[config.mk]
export PLATFORM = sky130hd
export DESIGN_NAME = pp_sum_pipe_flat
export DESIGN_NICKNAME = d
export VERILOG_FILES = /design/src/rtl/pp_sum_pipe_pkg.sv /design/src/rtl/pp_sum_pipe_if.sv /design/src/rtl/pp_stage_reg.sv /design/src/rtl/pp_sum_pipe.sv /design/src/flat_wrapper.sv
export SDC_FILE = /design/constraint.sdc
export NUM_CORES = 1
export LEC_CHECK = 0
export ABC_CLOCK_PERIOD_IN_PS = 8900
export CAP_MARGIN = 20
export CORE_UTILIZATION = 55
export CTS_BUF_LIST = sky130_fd_sc_hd__clkbuf_8
export CTS_CLUSTER_SIZE = 28
export DETAILED_ROUTE_END_ITERATION = 10
export PLACE_DENSITY = 0.79
export REMOVE_ABC_BUFFERS = 1
export SLEW_MARGIN = 20
export SYNTH_ARGS = -nofsm -noshare
export SYNTH_HDL_FRONTEND = slang
export SYNTH_HIERARCHICAL = 1
export SYNTH_SLANG_ARGS = --single-unit
[constraint.sdc]
create_clock -name clk -period 8.9 [get_ports clk]
set_clock_uncertainty 0.05 [all_clocks]
set_input_delay 1.78 -clock clk [delete_from_list [all_inputs] [get_ports clk]]
set_output_delay 1.78 -clock clk [all_outputs]
set_load 0.01 [all_outputs]
[src/rtl/pp_sum_pipe_pkg.sv]
// Shared constants for the partial-product summing pipeline.
// Holds the default operand width, the accumulator width rule and the mode encoding.
package pp_sum_pipe_pkg;

  localparam int DEFAULT_W = 16;

  localparam logic MODE_PLAIN = 1'b0;
  localparam logic MODE_ACC   = 1'b1;

  // Eight guard bits above the full product give 256 worst-case additions before wrap.
  function automatic int acc_width(input int w);
    return 2 * w + 8;
  endfunction

endpackage

[src/rtl/pp_sum_pipe_if.sv]
// Input and output handshake bundle of pp_sum_pipe.
// The slave modport is the pipeline side; the master modport is the producer/consumer side.
interface pp_sum_pipe_if
  import pp_sum_pipe_pkg::*;
#(
  parameter int W     = DEFAULT_W,
  parameter int ACC_W = acc_width(W)
);

  logic [W-1:0]     prod1;
  logic [W-1:0]     prod2;
  logic [W-1:0]     prod3;
  logic [W-1:0]     prod4;
  logic             in_mode;
  logic             in_clr;
  logic             in_valid;
  logic             in_ready;
  logic [ACC_W-1:0] out_data;
  logic             out_valid;
  logic             out_ready;
  logic             acc_ovf;

  modport master (
    output prod1, prod2, prod3, prod4, in_mode, in_clr, in_valid, out_ready,
    input  in_ready, out_data, out_valid, acc_ovf
  );

  modport slave (
    input  prod1, prod2, prod3, prod4, in_mode, in_clr, in_valid, out_ready,
    output in_ready, out_data, out_valid, acc_ovf
  );

endinterface

[src/rtl/pp_stage_reg.sv]
// One valid/ready pipeline slot holding a payload of PW bits.
// The slot can refill in the same cycle it drains, so a full chain streams at one beat per cycle.
module pp_stage_reg #(
  parameter int PW         = 8,
  parameter bit RESET_DATA = 1'b0
) (
  input  logic          clk,
  input  logic          rst,
  input  logic          in_valid_i,
  output logic          in_ready_o,
  input  logic [PW-1:0] in_data_i,
  output logic          out_valid_o,
  input  logic          out_ready_i,
  output logic [PW-1:0] out_data_o
);

  logic          valid_q;
  logic          valid_d;
  logic [PW-1:0] data_q;
  logic [PW-1:0] data_d;

  assign in_ready_o  = !valid_q || out_ready_i;
  assign out_valid_o = valid_q;
  assign out_data_o  = data_q;

  always_comb begin
    valid_d = valid_q;
    data_d  = data_q;
    if (in_ready_o) begin
      valid_d = in_valid_i;
    end
    if (in_valid_i && in_ready_o) begin
      data_d = in_data_i;
    end
  end

  always_ff @(posedge clk) begin
    if (rst) begin
      valid_q <= 1'b0;
    end else begin
      valid_q <= valid_d;
    end
  end

  // Payload only clears when this slot drives a visible output.
  always_ff @(posedge clk) begin
    if (rst && RESET_DATA) begin
      data_q <= '0;
    end else begin
      data_q <= data_d;
    end
  end

endmodule

[src/rtl/pp_sum_pipe.sv]
// Two-stage pipeline that recombines four half-width partial products into a full product
// and either emits it directly or folds it into a running accumulator with a sticky overflow flag.
module pp_sum_pipe
  import pp_sum_pipe_pkg::*;
#(
  parameter int W     = DEFAULT_W,
  parameter int ACC_W = acc_width(W)
) (
  input logic          clk,
  input logic          rst,
  pp_sum_pipe_if.slave bus
);

  // Stage-1 payload, LSB first: mid[W:0], lo, hi, clr, mode.
  localparam int PW1 = 3 * W + 3;

  logic             s1_valid;
  logic             s1_adv;
  logic             s2_adv;
  logic [W:0]       mid_in;
  logic [PW1-1:0]   s1_in;
  logic [PW1-1:0]   s1_data;

  logic [W:0]       s1_mid;
  logic [W-1:0]     s1_lo;
  logic [W-1:0]     s1_hi;
  logic             s1_clr;
  logic             s1_mode;

  logic [2*W-1:0]   prod_full;
  logic [ACC_W-1:0] prod_ext;
  logic [ACC_W-1:0] acc_base;
  logic [ACC_W:0]   acc_sum;
  logic [ACC_W-1:0] result;
  logic             acc_update;

  logic [ACC_W-1:0] acc_q;
  logic [ACC_W-1:0] acc_d;
  logic             ovf_q;
  logic             ovf_d;

  assign mid_in = {1'b0, bus.prod2} + {1'b0, bus.prod3};
  assign s1_in  = {bus.in_mode, bus.in_clr, bus.prod4, bus.prod1, mid_in};

  assign s1_mid  = s1_data[W:0];
  assign s1_lo   = s1_data[2*W:W+1];
  assign s1_hi   = s1_data[3*W:2*W+1];
  assign s1_clr  = s1_data[3*W+1];
  assign s1_mode = s1_data[3*W+2];

  pp_stage_reg #(
    .PW         (PW1),
    .RESET_DATA (1'b0)
  ) u_stage1 (
    .clk         (clk),
    .rst         (rst),
    .in_valid_i  (bus.in_valid),
    .in_ready_o  (s1_adv),
    .in_data_i   (s1_in),
    .out_valid_o (s1_valid),
    .out_ready_i (s2_adv),
    .out_data_o  (s1_data)
  );

  assign bus.in_ready = s1_adv;

  // The middle partial products overlap the low and high halves by W/2 bits.
  assign prod_full  = {s1_hi, s1_lo} + ((2 * W)'(s1_mid) << (W / 2));
  assign prod_ext   = ACC_W'(prod_full);
  assign acc_base   = s1_clr ? '0 : acc_q;
  assign acc_sum    = {1'b0, acc_base} + {1'b0, prod_ext};
  assign result     = (s1_mode == MODE_ACC) ? acc_sum[ACC_W-1:0] : prod_ext;
  assign acc_update = s1_valid && s2_adv && (s1_mode == MODE_ACC);

  pp_stage_reg #(
    .PW         (ACC_W),
    .RESET_DATA (1'b1)
  ) u_stage2 (
    .clk         (clk),
    .rst         (rst),
    .in_valid_i  (s1_valid),
    .in_ready_o  (s2_adv),
    .in_data_i   (result),
    .out_valid_o (bus.out_valid),
    .out_ready_i (bus.out_ready),
    .out_data_o  (bus.out_data)
  );

  // A clearing beat restarts the overflow history; otherwise the flag is sticky.
  always_comb begin
    acc_d = acc_q;
    ovf_d = ovf_q;
    if (acc_update) begin
      acc_d = acc_sum[ACC_W-1:0];
      ovf_d = s1_clr ? acc_sum[ACC_W] : (ovf_q | acc_sum[ACC_W]);
    end
  end

  always_ff @(posedge clk) begin
    if (rst) begin
      acc_q <= '0;
      ovf_q <= 1'b0;
    end else begin
      acc_q <= acc_d;
      ovf_q <= ovf_d;
    end
  end

  assign bus.acc_ovf = ovf_q;

endmodule

[src/flat_wrapper.sv]
// flat-port wrapper written by rule: the top's interface ports become plain ports
module pp_sum_pipe_flat import pp_sum_pipe_pkg::*;
#(
  parameter int W     = DEFAULT_W,
  parameter int ACC_W = acc_width(W)
)
  (clk, rst, bus_prod1, bus_prod2, bus_prod3, bus_prod4, bus_in_mode, bus_in_clr, bus_in_valid, bus_out_ready, bus_in_ready, bus_out_data, bus_out_valid, bus_acc_ovf);
  pp_sum_pipe_if #(.W(W), .ACC_W(ACC_W)) bus_i ();
  input logic clk;
  input logic rst;
  input wire logic [$bits(bus_i.prod1)-1:0] bus_prod1;
  input wire logic [$bits(bus_i.prod2)-1:0] bus_prod2;
  input wire logic [$bits(bus_i.prod3)-1:0] bus_prod3;
  input wire logic [$bits(bus_i.prod4)-1:0] bus_prod4;
  input wire logic [$bits(bus_i.in_mode)-1:0] bus_in_mode;
  input wire logic [$bits(bus_i.in_clr)-1:0] bus_in_clr;
  input wire logic [$bits(bus_i.in_valid)-1:0] bus_in_valid;
  input wire logic [$bits(bus_i.out_ready)-1:0] bus_out_ready;
  output wire logic [$bits(bus_i.in_ready)-1:0] bus_in_ready;
  output wire logic [$bits(bus_i.out_data)-1:0] bus_out_data;
  output wire logic [$bits(bus_i.out_valid)-1:0] bus_out_valid;
  output wire logic [$bits(bus_i.acc_ovf)-1:0] bus_acc_ovf;
  assign bus_i.prod1 = bus_prod1;
  assign bus_i.prod2 = bus_prod2;
  assign bus_i.prod3 = bus_prod3;
  assign bus_i.prod4 = bus_prod4;
  assign bus_i.in_mode = bus_in_mode;
  assign bus_i.in_clr = bus_in_clr;
  assign bus_i.in_valid = bus_in_valid;
  assign bus_i.out_ready = bus_out_ready;
  assign bus_in_ready = bus_i.in_ready;
  assign bus_out_data = bus_i.out_data;
  assign bus_out_valid = bus_i.out_valid;
  assign bus_acc_ovf = bus_i.acc_ovf;
  pp_sum_pipe #(.W(W), .ACC_W(ACC_W)) u_core (.clk(clk), .rst(rst), .bus(bus_i));
endmodule
Word-level counts from Yosys, hierarchy flattened:

Index checks and enable logic that the tools add are counted.

* add/sub/neg operators: 3
* multiplexer cells: 3
* bitwise operators: 1
* reductions and logical operators: 7

Operator list (number)
* $mux W40: 2
* $add A40 B32 Y41: 1
* $add A32 B25 Y32: 1
* $add A16 B16 Y17: 1
* $logic_and A1 B1 Y1: 3
* $logic_not A1 Y1: 2
* $logic_or A1 B1 Y1: 2
* $mux W1: 1
* $or A1 B1 Y1: 1

* flip-flop bits (word level): 134
* input port bits: 70
* word-level logic and storage cells: 20

Longest topological paths before layout:

Gate-level depths: netlist of the first run.

* depth in word-level cells: 4
* mapped depth: 23
* gate-level depth less buffers: 22

Cells and area by module:

Netlist of the first run, hierarchy kept.

Modules (own cells, without submodules)
* pp_sum_pipe: times used 1, cells each 779, area each 5773.0 um^2, sequential area each 820.8 um^2
* pp_stage_reg (u_core.u_stage2): times used 1, cells each 187, area each 1925.6 um^2, sequential area each 820.8 um^2
* pp_stage_reg (u_core.u_stage1): times used 1, cells each 56, area each 1586.5 um^2, sequential area each 1551.5 um^2

Least setup slack after synthesis of the first run:

OpenSTA, ideal clock, no wires.

* kind: register -> register
* start point: reg u_core.u_stage1.data_q[0] (netlist: u_core/u_stage1/out_data_o[0])
* end point: reg u_core.u_stage2.data_q[37] (netlist: u_core/u_stage2/out_data_o[37])
* arrival time: 4.652 ns
* path slack: 4.132 ns
* cell stages (with the launch flop): 22
* path buffers: 1
* period minus slack after synthesis: 4.768 ns
* cell sequence: edfxtp_1 > ha_1 > fa_1 > a21o_1 > a21oi_1 > o21ai_1 > a21oi_1 > o211ai_1 > a2111oi_2 > nor3b_1 > xor2_1 > ha_1 > buf_2 > nand4_2 > nor4_1 > a311oi_2 > o31ai_4 > nand3_2 > or2_2 > a21boi_0 > nand3_1 > a21oi_2

* word-level cells in the longest chain between the ends: 3

Ends and longest elaborated chain
* start: declaration: line pp_stage_reg.sv:19 `logic [PW-1:0] data_q;`
* start signal: assignment: line pp_stage_reg.sv:50 `data_q <= data_d;`
* $add A32 B25 Y32: line pp_sum_pipe.sv:68 `assign prod_full = {s1_hi, s1_lo} + ((2 * W)'(s1_mid) << (W / 2));`
* $add A40 B32 Y41: line pp_sum_pipe.sv:71 `assign acc_sum = {1'b0, acc_base} + {1'b0, prod_ext};`
* $mux W40: line pp_sum_pipe.sv:72 `assign result = (s1_mode == MODE_ACC) ? acc_sum[ACC_W-1:0] : prod_ext;`
* via u_core.result[37]: line pp_sum_pipe.sv:34 `logic [ACC_W-1:0] result;`
* end signal: assignment: line pp_stage_reg.sv:50
* end: declaration: line pp_stage_reg.sv:19

The timed path passes the listed nets, and every way through them passes these cells.
A chain may end at the register's enable or synchronous reset.

Final worst setup path of the first run:

* start point: reg u_core.u_stage1.data_q[25] (netlist: u_core/u_stage1/out_data_o[25])
* end point: reg u_core.u_stage2.data_q[39] (netlist: u_core/u_stage2/out_data_o[39])

Same word-level chain as after synthesis.

==> impl_metrics.tcl, run 1 <==
set metrics [dict create \
    run_status "completed" \
    clock-sinks 134 \
    ys.flop_type "dfxtp_1" \
    htree_levels 4 \
    post_cts_buffers 0 \
    synth_xor_area_share_pct 5.66 \
    max_cap_violations 0 \
    hold_violations 0 \
    worst_pin_slew_ns 0.757 \
    rsz0062_at_grt "false" \
    p_leak_nw 4.10 \
    synth_top_family_by_area "compound AO/OA/AOI/OAI gates" \
    crit_top_cell "a21oi_1" \
    start_util_pct 56.2 \
    startpoint_type "flip-flop" \
    cts_tree "built" \
    antenna_found_initial 0 \
    min_period_ns 5.62 \
    drive_above_1_share_pct 11.9 \
    fmax_ghz 0.178 \
    synth_edf_count 51 \
    grt_util_all_layers_pct 24.4 \
    synth_seq_cells 134 \
    synth-compound-area-share_pct 25.2 \
    critPathLaunch "u_core/u_stage1/out_data_o[25]$_DFFE_PP_" \
    power_density_nw_per_um2 167 \
    rr_endpoint "u_core/u_stage2/out_data_o[39]$_SDFFE_PP0P_" \
    row_count 47 \
    area_growth_pct 16.0 \
    layout_common_cells "111 x clkdlybuf4s50_1, 95 x a21oi_1, 88 x nand2_1, 82 x dfxtp_1, 65 x ha_1" \
    dr.pass1.iters 5 \
    synth_top_area_share_pct 17.9 \
    r2r-start "u_core/u_stage1/out_data_o[25]$_DFFE_PP_" \
    fp.dieArea_sq_um 17400 \
    fin_cells 1333 \
    pin_count 113 \
    synth.area.mux_share_pct 2.75 \
    async_flop_share_pct 0 \
    path_clk_slew_ns 0.08 \
    crit_buf_inv 0 \
    slew_viol_final 0 \
    clock_latency_ns 0.46 \
    critPathMaxStageDelay_ns 0.54 \
    crit_required_ns 9.24 \
    setup_viol 0 \
    crit_chain "ha_1 > fa_1 > a21o_1 > a21oi_1 > o21ai_1 > a21oi_1 > o211ai_1 > a2111oi_2 > nor3b_1 > xor2_1 > ha_1 > nand4_2 > nor4_1 > a311oi_2 > o31ai_4 > nand3_1 > or2_2 > a21boi_0 > nand3_1 > a21oi_1" \
    gp_congestion 0.882 \
    drcViolationCount 0 \
    clockBufferDepth 2 \
    cp_top_family "compound AO/OA/AOI/OAI gates" \
    hold_path_class "flip-flop to flip-flop" \
    cp_max_fo 9 \
    grt_pass1_vias 7217 \
    antenna_cells 0 \
    drt_wl_total_microns 20600 \
    yosys.area_share.simple_pct 17.7 \
    ant_nets 0 \
    yosysWarnings 6 \
    die_x_microns 132 \
    drtIter0Drc 445 \
    critical_path.slowest_cell "a2111oi_2" \
    rr_worst_depth 20 \
    placed_cells 1301 \
    place_hpwl_microns 14400 \
    final_common_cell "clkdlybuf4s50_1" \
    cts_made_buffers 17 \
    critPathArrivalTime_ns 5.95 \
    cts_root_buffer "clkbuf_8" \
    crit_type "flip-flop to flip-flop" \
    maxSlewHeadroom_pct 49.4 \
    ir_drop_uv 98.2 \
    vias_per_cell 5.74 \
    grt_max_degree 66 \
    gr-total-overflow 0 \
    synth_area_sq_um 9290 \
    crit_end "u_core/u_stage2/out_data_o[39]$_SDFFE_PP0P_" \
    yosys.area.top_type "dfxtp_1" \
    dpl-instance-area_sq_um 10400 \
    yosysSeqAreaShare_pct 34.4 \
    syn-mean-instance-area_sq_um 9.09 \
    ff2ff_setup_slack_ns 3.28 \
    post_cts_resized 0 \
    grt_pass1_wl_microns 34500 \
    cts_hold_buf 0 \
    vias 7653 \
    core-area_sq_um 16500 \
    portBuffers 112 \
    end_kind "flip-flop" \
    syn_inst 1022 \
    finalCritPeriodShare_pct 63.1 \
    fin_total_pwr_mw 1.80 \
    synth_area_leaders "dfxtp_1 18%, edfxtp_1 16%, ha_1 8.8%" \
    die_y_microns 132 \
    wl_per_cell_microns 15.5 \
    layout.nets 1238 \
    fin_setup_tns_ns 0 \
    synth_cell_types 76 \
    final_area_sq_um 10800 \
    cp.depth 20 \
    synth_fa_ha_area_share_pct 9.41 \
]
-- per-layer routing --
layer | vias up | part of all wire (%) | track usage (%) | wire, microns
li1 | 3850 | - | - | -
met1 | 3581 | 47 | 32.1 | 9650
met2 | 194 | 47 | 39.7 | 9610
met3 | 28 | 4.5 | 4.46 | 920
met4 | 0 | 2.2 | 9.56 | 451
met5 | - | 0 | 0 | 0
-- worst min path at each step --
stage | from | endpoint | slack, ns | cells past startpoint
6_report | u_core/acc_q[21]$_SDFFE_PP0P_ | u_core/acc_q[21]$_SDFFE_PP0P_ | 0.40 | 2
2_1_floorplan | u_core/acc_q[0]$_SDFFE_PP0P_ | u_core/acc_q[0]$_SDFFE_PP0P_ | 0.38 | 2
3_5_place_dp | u_core/acc_q[30]$_SDFFE_PP0P_ | u_core/acc_q[30]$_SDFFE_PP0P_ | 0.39 | 2
5_1_grt | u_core/acc_q[23]$_SDFFE_PP0P_ | u_core/acc_q[23]$_SDFFE_PP0P_ | 0.42 | 2
3_3_place_gp | u_core/acc_q[14]$_SDFFE_PP0P_ | u_core/acc_q[14]$_SDFFE_PP0P_ | 0.39 | 2
4_1_cts | u_core/acc_q[30]$_SDFFE_PP0P_ | u_core/acc_q[30]$_SDFFE_PP0P_ | 0.40 | 2
-- synthesized netlist by cell type (14+ instances only) --
master / count
a21oi_1: 95
nand2_1: 88
dfxtp_1: 83
ha_1: 65
nor2_1: 59
nand3_1: 57
edfxtp_1: 51
nor2b_1: 44
xnor2_1: 43
a21oi_2: 41
a21bo_1: 38
o21ai_0: 34
clkbuf_1: 28
inv_1: 25
a21o_1: 24
mux2_2: 20
xor2_1: 17
a211oi_1: 14
buf_2: 14
nand4_1: 14
-- report_power, final --
part           switching, mW  internal [mW]
clock network          0.252          0.250
registers             0.0194          0.683
logic                  0.339          0.258
-- area by class of cell --
| type | count | area, sq um |
|---|---|---|
| clock buffer | 17 | 234 |
| clock inverter | 15 | 151 |
| fill | 1351 | 5760 |
| inverter | 25 | 93.8 |
| multi-input combinational | 802 | 5640 |
| sequential | 134 | 3190 |
| tap | 220 | 275 |
| timing repair buffer | 120 | 1180 |
-- logic make-up after synthesis --
family | after synthesis
and+or+nand+nor | 326
AOI/OAI and AO/OA | 325
DFF | 134
buffers and inverters | 86
adders and majority gates | 68
xor gates and xnor gates | 60
muxes | 23
-- registers in the layout (all words and copies together) (netlist names) --
| register | count |
|---|---|
| u_core/u_stage1/out_data_o | 51 |
| u_core/u_stage1/out_valid_o | 1 |
| u_core/acc_q | 40 |
| u_core/bus.acc_ovf | 1 |
| u_core/u_stage2/out_valid_o | 1 |
| u_core/u_stage2/out_data_o | 40 |
-- stage by stage --
stage | utilization, % | hold slack (ns) | setup WS [ns]
2_1_floorplan | - | 0.376 | 4.05
6_report | 65.2 | 0.402 | 3.28
3_5_place_dp | 62.8 | 0.392 | 3.34
4_1_cts | 65.2 | 0.402 | 3.30
3_3_place_gp | 62.8 | 0.387 | 3.54
5_1_grt | 65.2 | 0.419 | 2.89
-- worst min-delay path: stages, from the launching register on --
cell	delay, ns
dfxtp_1	0.31
nand2_1	0.05
a21oi_1	0.05
(Power assumes the default switching activity.)
==> run 2, diff against run 1 <==
--- a/config.mk
+++ b/config.mk
@@ -5,7 +5,7 @@
 export SDC_FILE = /design/constraint.sdc
 export NUM_CORES = 1
 export LEC_CHECK = 0
-export ABC_CLOCK_PERIOD_IN_PS = 8900
+export ABC_CLOCK_PERIOD_IN_PS = 5350
 export CAP_MARGIN = 20
 export CORE_UTILIZATION = 55
 export CTS_BUF_LIST = sky130_fd_sc_hd__clkbuf_8
==> constraint.sdc (replaced) <==
create_clock -name clk -period 5.35 [get_ports clk]
set_clock_uncertainty 0.05 [all_clocks]
set_input_delay 1.07 -clock clk [delete_from_list [all_inputs] [get_ports clk]]
set_output_delay 1.07 -clock clk [all_outputs]
set_load 0.01 [all_outputs]
==> run 2 against run 1 <==
First-iteration DRC count fell by 4.5%. Largest cell class unchanged. Die area unchanged. Wire length grew 2.4%. Non-clock buffer count up 6. Cell area is 0.81% higher. Largest power group unchanged. Flip-flop and latch count is the same. Critical path depth increased by 1. Sequential share of layout area is 0.24 points lower. Clock power rose by 71%. Worst hold slack worse by 0.00067 ns.
==> impl_metrics.tcl, run 2 (synthesized netlist as in run 1, its figures left out) <==
set metrics [dict create \
    hold_violations 0 \
    path_clk_slew_ns 0.08 \
    area_growth_pct 16.9 \
    crit_type "flip-flop to flip-flop" \
    grt_pass1_wl_microns 35000 \
    cts_hold_buf 0 \
    layout_common_cells "111 x clkdlybuf4s50_1, 93 x a21oi_1, 88 x nand2_1, 82 x dfxtp_1, 64 x ha_1" \
    gp_congestion 0.863 \
    clock_latency_ns 0.46 \
    startpoint_type "flip-flop" \
    drtIter0Drc 425 \
    switching_share_pct 33.3 \
    grt_use_met1_pct 32.6 \
    whs_path_depth 2 \
    r2r-start "u_core/u_stage1/out_data_o[0]$_DFFE_PP_" \
    n_fill_cell 1345 \
    crit_required_ns 5.70 \
    vias 7732 \
    maxSlewHeadroom_pct 28.5 \
    pin_count 113 \
    portBuffers 112 \
    cp_top_family "compound AO/OA/AOI/OAI gates" \
    rr_endpoint "u_core/u_stage2/out_data_o[39]$_SDFFE_PP0P_" \
    critPathMaxStageDelay_ns 0.52 \
    slew_viol_final 0 \
    vias_per_cell 5.77 \
    hold_end "u_core/acc_q[24]$_SDFFE_PP0P_" \
    cp_max_fo 5 \
    setup_ws_ns 0.286 \
    ff2ff_setup_slack_ns 0.29 \
    fmax_ghz 0.197 \
    dr.pass1.iters 5 \
    critical_path.slowest_cell "a2111oi_4" \
    use_met3_pct 4.81 \
    met2_usage_pct 40.1 \
    gr-total-overflow 0 \
    dpl_worst_slack_ns 0.176 \
    fin_setup_tns_ns 0 \
    drt_wl_total_microns 21100 \
    clockPowerShare_pct 28.3 \
    grt_util_all_layers_pct 24.8 \
    wl_per_cell_microns 15.8 \
    final_common_cell "clkdlybuf4s50_1" \
    intPower_mw 2.02 \
    netSwitchingPower_mw 1.01 \
    place_hpwl_microns 14800 \
    worst_pin_slew_ns 1.07 \
    crit_buf_inv 1 \
    run_status "completed" \
    layout.nets 1244 \
    row_count 47 \
    hold_path_class "flip-flop to flip-flop" \
    finalCritPeriodShare_pct 94.7 \
    core-area_sq_um 16500 \
    die_y_microns 132 \
    largest_reg_flops 51 \
    hold_start "u_core/acc_q[24]$_SDFFE_PP0P_" \
    min_period_ns 5.06 \
    grt_pass1_vias 7257 \
    grt-busiest-layer "met2" \
    ir_drop_uv 165 \
    cts_made_buffers 17 \
    seq_power_share_pct 38.8 \
    clockBufferDepth 2 \
    antenna_cells 0 \
    max_cap_violations 0 \
    p_comb_share_pct 33.0 \
    crit_chain "ha_1 > fa_1 > a21o_1 > a21oi_2 > o21ai_1 > a21oi_1 > o211ai_1 > a2111oi_4 > nor3b_1 > xor2_1 > ha_1 > nand4_2 > nor4_1 > a311oi_2 > buf_4 > o31ai_4 > nand3_1 > or2_2 > a21boi_0 > nand3_1 > a21oi_1" \
    grt_max_degree 52 \
    cts_root_buffer "clkbuf_8" \
    cts_tree "built" \
    fin_util_pct 65.7 \
    ant_nets 0 \
    end_kind "flip-flop" \
    hold_ws_ns 0.401 \
    setup_viol 0 \
    placed_cells 1305 \
    start_util_pct 56.2 \
    drcViolationCount 0 \
    fp.dieArea_sq_um 17400 \
    p_leak_nw 4.14 \
    die_x_microns 132 \
    drive_above_1_share_pct 12.7 \
    fin_cells 1339 \
    critPathArrivalTime_ns 5.41 \
    rr_worst_depth 21 \
    antenna_found_initial 0 \
    clock-sinks 134 \
    power_density_nw_per_um2 279 \
    htree_levels 4 \
]
## run 2: final cells by class
class / instances / area, sq um / area share (%)
clock inverters: 12 / 128 / 1.18
multi-input cells: 802 / 5670 / 52.2
well taps: 220 / 275 / 2.54
flip-flops and latches: 134 / 3190 / 29.4
inverters: 25 / 93.8 / 0.864
repair buffers: 126 / 1220 / 11.3
clock buffers: 20 / 275 / 2.54
## run 2: how the worst max path moves through the flow
stage                                                  startpoint                                           to  cells after the start
after floorplan           u_core/u_stage1/out_data_o[0]$_DFFE_PP_  u_core/u_stage2/out_data_o[37]$_SDFFE_PP0P_                     20
after global placement    u_core/u_stage1/out_data_o[0]$_DFFE_PP_  u_core/u_stage2/out_data_o[34]$_SDFFE_PP0P_                     22
after detailed placement  u_core/u_stage1/out_data_o[0]$_DFFE_PP_  u_core/u_stage2/out_data_o[32]$_SDFFE_PP0P_                     20
after CTS                 u_core/u_stage1/out_data_o[0]$_DFFE_PP_  u_core/u_stage2/out_data_o[32]$_SDFFE_PP0P_                     20
after global routing      u_core/u_stage1/out_data_o[0]$_DFFE_PP_  u_core/u_stage2/out_data_o[34]$_SDFFE_PP0P_                     22
final                     u_core/u_stage1/out_data_o[0]$_DFFE_PP_  u_core/u_stage2/out_data_o[39]$_SDFFE_PP0P_                     21
## run 2: through the flow
step	power [mW]	cell area, sq um
3_5_place_dp	2.17	10400
2_1_floorplan	1.88	8930
5_1_grt	3.20	10900
6_report	3.03	10900
3_3_place_gp	2.16	10400
4_1_cts	3.03	10800
## run 2: power groups by stage
stage               Clock, mW  Sequential, mW  Combinational (mW)
global route            0.917            1.18                1.10
finish                  0.857            1.18                1.00
CTS                     0.874            1.18               0.979
global placement            0            1.20               0.958
floorplan                   0            1.21               0.676
detailed placement          0            1.20               0.968
## run 2: worst reg2reg max path: stages, from the launching register on
cell and delay [ns]:
edfxtp_1 0.37, ha_1 0.24, fa_1 0.41, a21o_1 0.19, a21oi_2 0.19, o21ai_1 0.10
a21oi_1 0.20, o211ai_1 0.24, a2111oi_4 0.52, nor3b_1 0.12, xor2_1 0.17, ha_1 0.32
nand4_2 0.18, nor4_1 0.37, a311oi_2 0.06, buf_4 0.17, o31ai_4 0.25, nand3_1 0.15
or2_2 0.31, a21boi_0 0.17, nand3_1 0.09, a21oi_1 0.14
## run 2: what timing repair did
item	4_1_cts	5_1_grt
hold endpoints to repair	0	0
setup buffers	0	2
setup endpoints to repair	0	11
gates resized for setup	0	6
## run 2: layer usage
layer,part of all wire [%],up-vias
li1,-,3851
met1,46,3640
met2,47,200
met3,4.6,41
met4,2.3,0
met5,0,-
